$ cat src/rtl/piso_tx_pkg.sv
// piso_tx_pkg: shared types and constants for the framed PISO transmitter.
//   tx_state_e  - transmitter FSM states
//   LINE_IDLE   - serial line level between frames
//   START_BIT   - level driven during the start bit
//   STOP_BIT    - level driven during the stop bit
package piso_tx_pkg;

  typedef enum logic [1:0] {
    IDLE  = 2'd0,
    START = 2'd1,
    DATA  = 2'd2,
    STOP  = 2'd3
  } tx_state_e;

  localparam logic LINE_IDLE = 1'b0;
  localparam logic START_BIT = 1'b1;
  localparam logic STOP_BIT  = 1'b0;

endpackage

$ cat src/rtl/piso_tx_tick_gen.sv
// tick_gen: bit-period prescaler producing a one-cycle clock enable.
//   clk      in   system clock
//   clear    in   asynchronous active-high reset
//   restart  in   hold/return the count to 0 (synchronous)
//   tick     out  high in the last cycle of every DIV-cycle period
// The count runs 0..DIV-1; tick is decoded from the count so it lines up
// with the cycle in which the bit period ends. With DIV=1 tick is always high.
module tick_gen #(
  parameter int DIV = 65536
) (
  input  logic clk,
  input  logic clear,
  input  logic restart,
  output logic tick
);

  localparam int CW = (DIV > 1) ? $clog2(DIV) : 1;
  localparam logic [CW-1:0] TC = CW'(DIV - 1);

  logic [CW-1:0] cnt;

  assign tick = (cnt == TC);

  always_ff @(posedge clk or posedge clear) begin
    if (clear) begin
      cnt <= '0;
    end else if (restart || tick) begin
      cnt <= '0;
    end else begin
      cnt <= cnt + CW'(1);
    end
  end

endmodule

$ cat src/rtl/piso_tx.sv
// piso_tx: parallel-in, serial-out framed transmitter, MSB first.
//   clk       in   system clock
//   clear     in   asynchronous active-high reset
//   tx_data   in   word to send, sampled on accept
//   tx_valid  in   upstream has a word
//   tx_ready  out  idle and able to accept (decoded from state)
//   so        out  serial line (registered)
//   busy      out  frame in progress (registered)
//   done      out  one-cycle pulse after the last bit period (registered)
//
// state | meaning
// IDLE  | line idle, ready for a word, prescaler held at 0
// START | driving the start bit for one bit period
// DATA  | shifting out WIDTH data bits, MSB first
// STOP  | driving the stop bit for one bit period
module piso_tx
  import piso_tx_pkg::*;
#(
  parameter int WIDTH  = 4,
  parameter int DIV    = 65536,
  parameter int FRAMED = 1
) (
  input  logic             clk,
  input  logic             clear,
  input  logic [WIDTH-1:0] tx_data,
  input  logic             tx_valid,
  output logic             tx_ready,
  output logic             so,
  output logic             busy,
  output logic             done
);

  localparam int BCW = $clog2(WIDTH + 1);
  localparam logic [BCW-1:0] LAST_BIT = BCW'(WIDTH - 1);

  tx_state_e        state, state_nx;
  logic [WIDTH-1:0] shreg, shreg_nx;
  logic [BCW-1:0]   bitcnt, bitcnt_nx;
  logic             so_nx, busy_nx, done_nx;
  logic             tick;
  logic             accept;
  logic             last_bit;

  assign tx_ready = (state == IDLE);
  assign accept   = tx_valid && (state == IDLE);
  assign last_bit = (bitcnt == LAST_BIT);

  // Held in IDLE, so the count is already 0 on the accept edge and every
  // bit of the frame gets exactly DIV cycles.
  tick_gen #(.DIV(DIV)) u_tick_gen (
    .clk     (clk),
    .clear   (clear),
    .restart (state == IDLE),
    .tick    (tick)
  );

  always_ff @(posedge clk or posedge clear) begin
    if (clear) begin
      state <= IDLE;
    end else begin
      state <= state_nx;
    end
  end

  always_comb begin
    state_nx = state;
    unique case (state)
      IDLE:  if (accept) state_nx = (FRAMED != 0) ? START : DATA;
      START: if (tick) state_nx = DATA;
      DATA:  if (tick && last_bit) state_nx = (FRAMED != 0) ? STOP : IDLE;
      STOP:  if (tick) state_nx = IDLE;
      default: state_nx = IDLE;
    endcase
  end

  // Outputs are computed from the next state and registered, so the first
  // bit is on the line in the cycle right after the accept edge.
  always_comb begin
    shreg_nx  = shreg;
    bitcnt_nx = bitcnt;
    done_nx   = 1'b0;
    unique case (state)
      IDLE: begin
        if (accept) begin
          shreg_nx  = tx_data;
          bitcnt_nx = '0;
        end
      end
      START: bitcnt_nx = '0;
      DATA: begin
        if (tick) begin
          shreg_nx  = shreg << 1;
          bitcnt_nx = bitcnt + BCW'(1);
          if (last_bit && (FRAMED == 0)) done_nx = 1'b1;
        end
      end
      STOP: if (tick) done_nx = 1'b1;
      default: ;
    endcase

    unique case (state_nx)
      START:   so_nx = START_BIT;
      DATA:    so_nx = shreg_nx[WIDTH-1];
      STOP:    so_nx = STOP_BIT;
      default: so_nx = LINE_IDLE;
    endcase
    busy_nx = (state_nx != IDLE);
  end

  always_ff @(posedge clk or posedge clear) begin
    if (clear) begin
      shreg  <= '0;
      bitcnt <= '0;
      so     <= LINE_IDLE;
      busy   <= 1'b0;
      done   <= 1'b0;
    end else begin
      shreg  <= shreg_nx;
      bitcnt <= bitcnt_nx;
      so     <= so_nx;
      busy   <= busy_nx;
      done   <= done_nx;
    end
  end

endmodule

$ cat config.mk
export PLATFORM = sky130hd
export DESIGN_NAME = piso_tx
export DESIGN_NICKNAME = d
export VERILOG_FILES = /design/src/rtl/piso_tx_pkg.sv /design/src/rtl/piso_tx_tick_gen.sv /design/src/rtl/piso_tx.sv
export SDC_FILE = /design/constraint.sdc
export NUM_CORES = 1
export LEC_CHECK = 0
export CORE_UTILIZATION = 60
export CTS_CLUSTER_DIAMETER = 200
export DETAILED_ROUTE_END_ITERATION = 7
export HOLD_SLACK_MARGIN = 0.06
export PLACE_DENSITY = 0.78
export SLEW_MARGIN = 40
export SYNTH_ARGS = -nofsm -noshare
export SYNTH_HDL_FRONTEND = slang
export SYNTH_SLANG_ARGS = --single-unit
$ cat constraint.sdc
create_clock -name clk -period 5.5 [get_ports clk]
set_input_delay 0.55 -clock clk [delete_from_list [all_inputs] [get_ports clk]]
set_output_delay 0.55 -clock clk [all_outputs]
set_load 0.1 [all_outputs]
Word level (Yosys, flattened, before mapping). Cells that the tools add are included.

Bits in registers: 28. Latch bits: 0. Bits in writable memories: 0. Bits in read-only memories: 0. Input port bits: 7. Word-level logic and storage cells: 43. Memories kept: 0.

$add $sub $neg: 2. $mul: 0. Div/mod/pow operators: 0. $lt $le $gt $ge: 0. Equal/unequal tests: 9. Shift operators: 0. Multiplexer cells: 15. Bitwise operators: 0. Reductions and logical operators: 9.

Operators with widths (count): $add 16x1->16 const B (1); $eq 16x16->1 const B (1); $mux 16 (1); $pmux 3 s3 (1); $mux 2 (4); $mux 4 (2); $pmux 2 s4 (1); $pmux 4 s2 (1); $eq 2x2->1 const B (3); $mux 3 (2); $reduce_and 3->1 (2); $eq 2x1->1 const B (2); $ne 2x2->1 const B (2); $reduce_bool 2->1 (2); $add 3x1->3 const B (1); $eq 3x2->1 const B (1); $reduce_bool 3->1 (1); $logic_and 1x1->1 (2); $logic_not 2->1 (1); $mux 1 (2); $pmux 1 s2 (1); $logic_or 1x1->1 (1).

Logic depth before layout (Yosys ltp). Gate-level depths: netlist of the first run.

Word-level depth: 6. Mapped depth: 10. Mapped depth without buffers: 9.

Hierarchy. From an unflattened synthesis of the first run, not the netlist that was laid out.

Cells, all modules: 137. Area, all modules: 1450.1 sq um.

By module, submodules not included: tick_gen (instances 1, cells each 79, area an instance 823.3 sq um, sequential area each 400.4 sq um); piso_tx (instances 1, cells each 58, area an instance 626.9 sq um, sequential area each 300.3 sq um).

Least setup slack after synthesis of the first run. No wires, ideal clock.

Path kind: register -> register. From: register state[1]. To: register so. Arrival: 2.821 ns. Required time: 5.379 ns. Path slack: 2.558 ns. Stages on the path, launching flop included: 9. Buffers on the path: 0. Path through: dfrtp_1 inv_1 ha_1 inv_1 or3_1 o311a_1 ha_1 and2_0 a22o_1.

Word-level cells in the longest chain between the ends: 6. Elaborated cells between the ends (all ways): 15. Classes of those cells: eq/ne (5); mux (8); reduce/logical (2).

Ends and longest elaborated chain: from (decl) (RTL line piso_tx.sv:36) `tx_state_e state, state_nx;`; from (signal assigned) (RTL line piso_tx.sv:61) `state <= state_nx;`; $logic_not 2->1 (*); named net tx_ready (RTL line piso_tx.sv:27) `output logic tx_ready,`; $logic_and 1x1->1 (RTL line piso_tx.sv:45) `assign accept = tx_valid && (state == IDLE);`; $mux 2 (RTL line piso_tx.sv:68) `IDLE: if (accept) state_nx = (FRAMED != 0) ? START : DATA;`; $pmux 2 s4 (RTL line piso_tx.sv:67) `unique case (state)`; $eq 2x2->1 or $eq 2x1->1 (tied branches) (RTL line piso_tx.sv:101) `unique case (state_nx)`; $pmux 1 s2 (*) (RTL line piso_tx.sv:101); named net so_nx (RTL line piso_tx.sv:39) `logic so_nx, busy_nx, done_nx;`; to (signal assigned) (RTL line piso_tx.sv:120) `so <= so_nx;`; to (decl) (RTL line piso_tx.sv:28) `output logic so,`.

Mark *: on every way through the listed nets, which the timed path passes. The rest lies on a longest branch. The select of a mux whose other input is x is not followed. A chain may end at the register's enable or synchronous reset.

Worst setup path after layout of the first run.
From: register state[1]. To: register so.

Word-level cells in the longest chain between the ends: 6. Elaborated cells between the ends (all ways): 15. Classes of those cells: eq/ne (5); mux (8); reduce/logical (2).

Ends and longest elaborated chain (RTL line): $logic_not 2->1 (piso_tx.sv:45, piso_tx.sv:67, piso_tx.sv:82); $logic_and 1x1->1 (piso_tx.sv:45); $mux 2 (piso_tx.sv:68); $pmux 2 s4 (piso_tx.sv:67); $eq 2x2->1 or $eq 2x1->1 (tied branches) (piso_tx.sv:101); $pmux 1 s2 (*) (piso_tx.sv:101); named net so_nx (piso_tx.sv:39).

Marks and branches as above.

==> results of run 1 <==
worst min-delay path by stage:
stage                                      startpoint                          end  slack [ns]
after floorplan           u_tick_gen.cnt[0]$_DFF_PP0_  u_tick_gen.cnt[0]$_DFF_PP0_        0.44
after global placement    u_tick_gen.cnt[0]$_DFF_PP0_  u_tick_gen.cnt[0]$_DFF_PP0_        0.46
after detailed placement  u_tick_gen.cnt[0]$_DFF_PP0_  u_tick_gen.cnt[0]$_DFF_PP0_        0.48
after CTS                 u_tick_gen.cnt[0]$_DFF_PP0_  u_tick_gen.cnt[0]$_DFF_PP0_        0.50
after global routing      u_tick_gen.cnt[0]$_DFF_PP0_  u_tick_gen.cnt[0]$_DFF_PP0_        0.52
final                     u_tick_gen.cnt[0]$_DFF_PP0_  u_tick_gen.cnt[0]$_DFF_PP0_        0.50
worst max-delay path: stages, from the launching register on:
cell and delay (ns):
dfrtp_1 0.44, inv_1 0.11, ha_1 0.55, inv_1 0.30, or3_1 0.46, o311a_1 0.15
ha_1 0.29, and2_0 0.15, a22o_1 0.18
layer usage:
metal	global-route usage	wire length, µm	vias up
met3	0.0250	67	5
met4	0.0812	46	0
met2	0.374	1350	13
met1	0.294	1440	553
li1	-	-	583
met5	0	0	-
sequential cells by signal, indices dropped and copies added (netlist names):
register,cells
bitcnt,3
done,1
busy,1
shreg,4
so,1
state,2
u_tick_gen.cnt,16
cells by family (layout without fill, tap and decap cells):
kind of cell	count (synthesis)	after routing	share of synthesized area
xor+xnor	13	13	0.0693
flops	28	28	0.426
fa+ha+maj	10	10	0.0761
mux	2	2	0.0129
buf+inv	15	21	0.0479
compound gates	27	27	0.145
simple gates	64	64	0.222
synth_stat cells, types with 2 or more instances:
master / number / area (µm²)
clkbuf_1: 2 / 7.51
o21ai_0: 5 / 25.0
and4_1: 2 / 17.5
nand2_1: 11 / 41.3
dfrtp_1: 28 / 701
or3_1: 2 / 12.5
xor2_1: 7 / 61.3
buf_6: 3 / 33.8
and3_1: 3 / 18.8
nor2_1: 17 / 63.8
xnor2_1: 6 / 52.6
a21oi_1: 4 / 20.0
nand3_1: 8 / 40.0
ha_1: 10 / 125
nor3_1: 2 / 10.0
inv_1: 8 / 30.0
buf_1: 2 / 7.51
nand4_1: 4 / 25.0
placed cells by master (no fill, tap or decap), types with 2 or more instances in the layout:
master	count
inv_1	7
nand4_1	4
o21ai_0	5
clkbuf_4	3
xor2_1	7
dfrtp_1	28
a21oi_1	4
nor2_1	17
nor3_1	2
or3_1	2
nand3_1	8
xnor2_1	6
clkdlybuf4s50_1	6
buf_2	4
ha_1	10
and3_1	3
and4_1	2
nand2_1	11
area by class of cell:
class,instances,share of cell area
repair buffers,10,0.0461
well taps,30,0.0216
clock buffers,3,0.0130
flip-flops and latches,28,0.404
inverters,8,0.0173
multi-input cells,116,0.498
where the power goes:
part           internal, mW  total (mW)  leakage (nW)  switching, mW
clock                0.0258      0.0847        0.0138         0.0589
combinational       0.00441      0.0101         0.406        0.00565
sequential            0.206       0.206         0.335              0
==> flow_summary.ini, run 1 <==
[cells_and_area]
area_growth_pct = 5.56
multiInputGateArea_um2 = 865
fin_area_um2 = 1740
drive_gt1_frac = 0.139
regArea_um2 = 701
finalNonFillerCells = 195
antenna_cells = 0
fillers = 207
layout.nets = 184
final_core_util = 0.688

[drt]
via_per_inst = 5.92
ant_nets = 0
wl_per_cell_um = 14.9
drtPass1Iterations = 4
drt_iter0_drc = 15
vias = 1154
drcViolationCount = 0
wirelength_mm = 2.90

[clock_network]
cts_tree = yes
clk_pin_slew_ns = 0.14
postCtsSetupRepairBufs = 0
cts-root-buf = clkbuf_4
cts_made_buffers = 3
htreeDepth = 1
hold_buffers = 0
cts_max_path_buffers = 2
clkLatencyLatePin_ns = 0.33
cts_resized = 0
clock-sinks = 28

[timing]
worst_slack_ns = 2.77
rsz0062_at_grt = false
period_share = 0.496
min_period_ns = 2.73
tightest_slew_ns = 0.656
final.setup.tns_ns = 0
slew_viol_final = 0
hold_slack_ns = 0.502
finalHoldViolCount = 0
slew_headroom = 0.559
finalClockSkew_ns = 0.00753
finalSetupViolCount = 0
fmax_ghz = 0.367

[global_route]
grt_pass1_vias = 1102
grt_pass1_wl_mm = 4.72
track_usage = 0.223
grt-ovfl-total = 0
grt_antenna_before_repair = 0
grt_max_degree = 29

[setup_path]
crit_arrival_ns = 2.96
ff2ff_path_depth = 8
worstPathRequired_ns = 5.73
reg2reg_from = state[1]$_DFF_PP0_
r2r_slack_ns = 2.77
critPathCaptureType = flip-flop
critPathKind = reg2reg
endpoint = so$_DFF_PP0_
rr_endpoint = so$_DFF_PP0_
critPathLaunch = state[1]$_DFF_PP0_
startpoint_type = flip-flop
crit_path_max_fanout = 16

[die]
die_area_um2 = 2950
num_rows = 18
io_pins = 11
initial_utilization = 0.652
dieHeight_um = 54.3
coreArea_um2 = 2520
die_w_um = 54.3

[logic_synthesis]
seq_area_frac_synth = 0.426
synth_edf_count = 0
ys_warn_count = 0
syn_area_per_cell_um2 = 10.3
synth_nets = 176
synthFlopType = dfrtp_1
async_reset_ff_frac = 1.00
ys_seq_elements = 28
synth_cells = 159
syn-cell-area_um2 = 1640
synth_cell_types = 53

[power_and_ir_drop]
leakage_nw = 0.754
p_per_area_nw_per_um2 = 173
power.total_mw = 0.301
peakVddDrop_mv = 0.177

[placed_design]
numPortBuffers = 10
dp.cells = 192
placed_cell_area_um2 = 1710
finalWeightedCongestion = 0.807
dp_hpwl_mm = 2.10
post-place-ws_ns = 2.81

[outcome]
status = finished, final reports clean

[min_path]
min_path_cells = 1
hold_class = reg2reg

[flow_run]
maxCapViolations = 0
Power figures use the tool's default switching activity.
==> run 2, diff against run 1 <==
- CORE_UTILIZATION: 60 -> 52
- PLACE_DENSITY: 0.78 -> 0.71
- clock period: 5.5 -> 2.5 ns (I/O delays scaled with it)
==> run 2 against run 1 <==
Sequential power grew 120%. Cell count rose by 13%. Highest routed layer unchanged. Worst hold slack got worse by 0.23 ns. Critical endpoint unchanged. Utilization fell by 6.8 points.
==> flow_summary.ini, run 2 (same netlist as run 1, synthesis figures left out) <==
[outcome]
status = finished, final reports clean

[cells_and_area]
mostFrequentLayoutCells = 28 x dfrtp_1, 17 x nor2_1, 14 x buf_4, 11 x nand2_1
mostFrequentLayoutCell = dfrtp_1
area_growth_pct = 14.2
largest_reg_flops = 16
regMostFlops = u_tick_gen.cnt
layout.nets = 194
drive_gt1_frac = 0.205
reg.largest.list = u_tick_gen.cnt: 16 flops, shreg: 4 flops, bitcnt: 3 flops
final_core_util = 0.620
antenna_cells = 0

[flow_run]
maxCapViolations = 0

[setup_path]
critPathLaunch = u_tick_gen.cnt[0]$_DFF_PP0_
crit_arrival_ns = 2.63
worstSetupPathDepth = 8
worstPathRequired_ns = 2.74
ff2ff_path_depth = 8
max_stage_delay_ns = 0.62
reg2reg_from = u_tick_gen.cnt[0]$_DFF_PP0_
critPathCaptureType = flip-flop
endpoint = so$_DFF_PP0_
startpoint_type = flip-flop
crit_slowest_cell = or4_4
rr_endpoint = so$_DFF_PP0_
path_buf_inv = 0
crit_path_max_fanout = 5
r2r_slack_ns = 0.10
critPathKind = reg2reg
worstPathCellList = ha_2, nand3_4, or4_4, a21oi_2, o311a_1, ha_1, and2_0, a22o_1
critPathTopFamily = simple AND/OR/NAND/NOR gates

[die]
num_rows = 20
die_w_um = 58.2
coreArea_um2 = 3030
die_area_um2 = 3390
io_pins = 11
initial_utilization = 0.543
dieHeight_um = 58.2

[clock_network]
clock-sinks = 28
cts_tree = yes
clkLatencyLatePin_ns = 0.32
cts-root-buf = clkbuf_4
cts_max_path_buffers = 2
cts_made_buffers = 3
hold_buffers = 0
clk_pin_slew_ns = 0.15
htreeDepth = 1

[timing]
fmax_ghz = 0.418
finalClockSkew_ns = 0.00668
slew_viol_final = 0
tightest_slew_ns = 0.481
final.setup.tns_ns = 0
finalSetupViolCount = 0
hold_slack_ns = 0.270
rsz0062_at_grt = false
slew_headroom = 0.679
period_share = 0.958
finalHoldViolCount = 0
min_period_ns = 2.40

[power_and_ir_drop]
pwr-share-comb = 0.035
power.total_mw = 0.699
peakVddDrop_mv = 0.201
pwr-share-seq = 0.648
p_per_area_nw_per_um2 = 372
switchingPower_mw = 0.145
swShare = 0.207
leakage_nw = 0.809
clock_power_share = 0.316
p_int_mw = 0.554

[drt]
drcViolationCount = 0
ant_nets = 0
wirelength_mm = 3.05
vias = 1166
drtPass1Iterations = 4
drt_iter0_drc = 25
wl_per_cell_um = 13.9
via_per_inst = 5.30

[global_route]
grt_antenna_before_repair = 0
track_usage = 0.207
grt_pass1_vias = 1144
grt_pass1_wl_mm = 5.27
grt_max_degree = 29
grt-ovfl-total = 0

[placed_design]
dp_hpwl_mm = 2.26
numPortBuffers = 10
finalWeightedCongestion = 0.754

[min_path]
hold_class = in2async
==> run 2: layout make-up <==
cell class	instances	area [µm²]
clock buffers	4	36.3
fillers	248	1150
inverters	8	30.0
multi-input cells	116	891
flip-flops and latches	28	701
well taps	44	55.1
repair buffers	20	165
==> run 2: worst min-delay path, cell delays in order <==
cell	delay [ns]
clkdlybuf4s50_1	0.39
inv_1	0.05
buf_4	0.32
==> run 2: worst min-delay path by stage <==
stage	end	slack (ns)	depth (start not counted)
final	bitcnt[0]$_DFFE_PP0P_	0.27	3
after floorplan	bitcnt[0]$_DFFE_PP0P_	0.32	1
after global placement	u_tick_gen.cnt[0]$_DFF_PP0_	0.46	1
after CTS	bitcnt[2]$_DFFE_PP0P_	0.27	3
after detailed placement	u_tick_gen.cnt[0]$_DFF_PP0_	0.49	1
after global routing	bitcnt[2]$_DFFE_PP0P_	0.29	3
==> run 2: power groups by stage <==
| stage | Clock, mW | Sequential, mW | Combinational, mW |
|---|---|---|---|
| 2_1_floorplan | 0 | 0.461 | 0.0103 |
| 3_3_place_gp | 0 | 0.461 | 0.0243 |
| 3_5_place_dp | 0 | 0.461 | 0.0249 |
| 4_1_cts | 0.230 | 0.453 | 0.0251 |
| 5_1_grt | 0.246 | 0.453 | 0.0275 |
| 6_report | 0.221 | 0.453 | 0.0246 |
==> run 2: metrics by stage <==
stage          worst slack, ns  instances  area, µm²
6_report                 0.105        220       1880
5_1_grt               0.000695        220       1880
4_1_cts                 0.0659        219       1870
3_5_place_dp            0.0933        215       1830
3_3_place_gp             0.162        215       1830
2_1_floorplan           0.0169        159       1670
==> run 2: per-layer routing <==
layer,part of all wire,vias to the layer above,global-route usage,routed length [µm]
met3,0.012,2,0.0268,38
met2,0.50,6,0.343,1510
li1,-,595,-,-
met4,0.0052,0,0.0714,16
met1,0.49,563,0.279,1480
met5,0,-,0,0
==> run 2: timing repair <==
action | 4_1_cts | 5_1_grt
setup buffers | 0 | 1
gates resized for setup | 0 | 1
endpoints found under the setup margin | 0 | 1
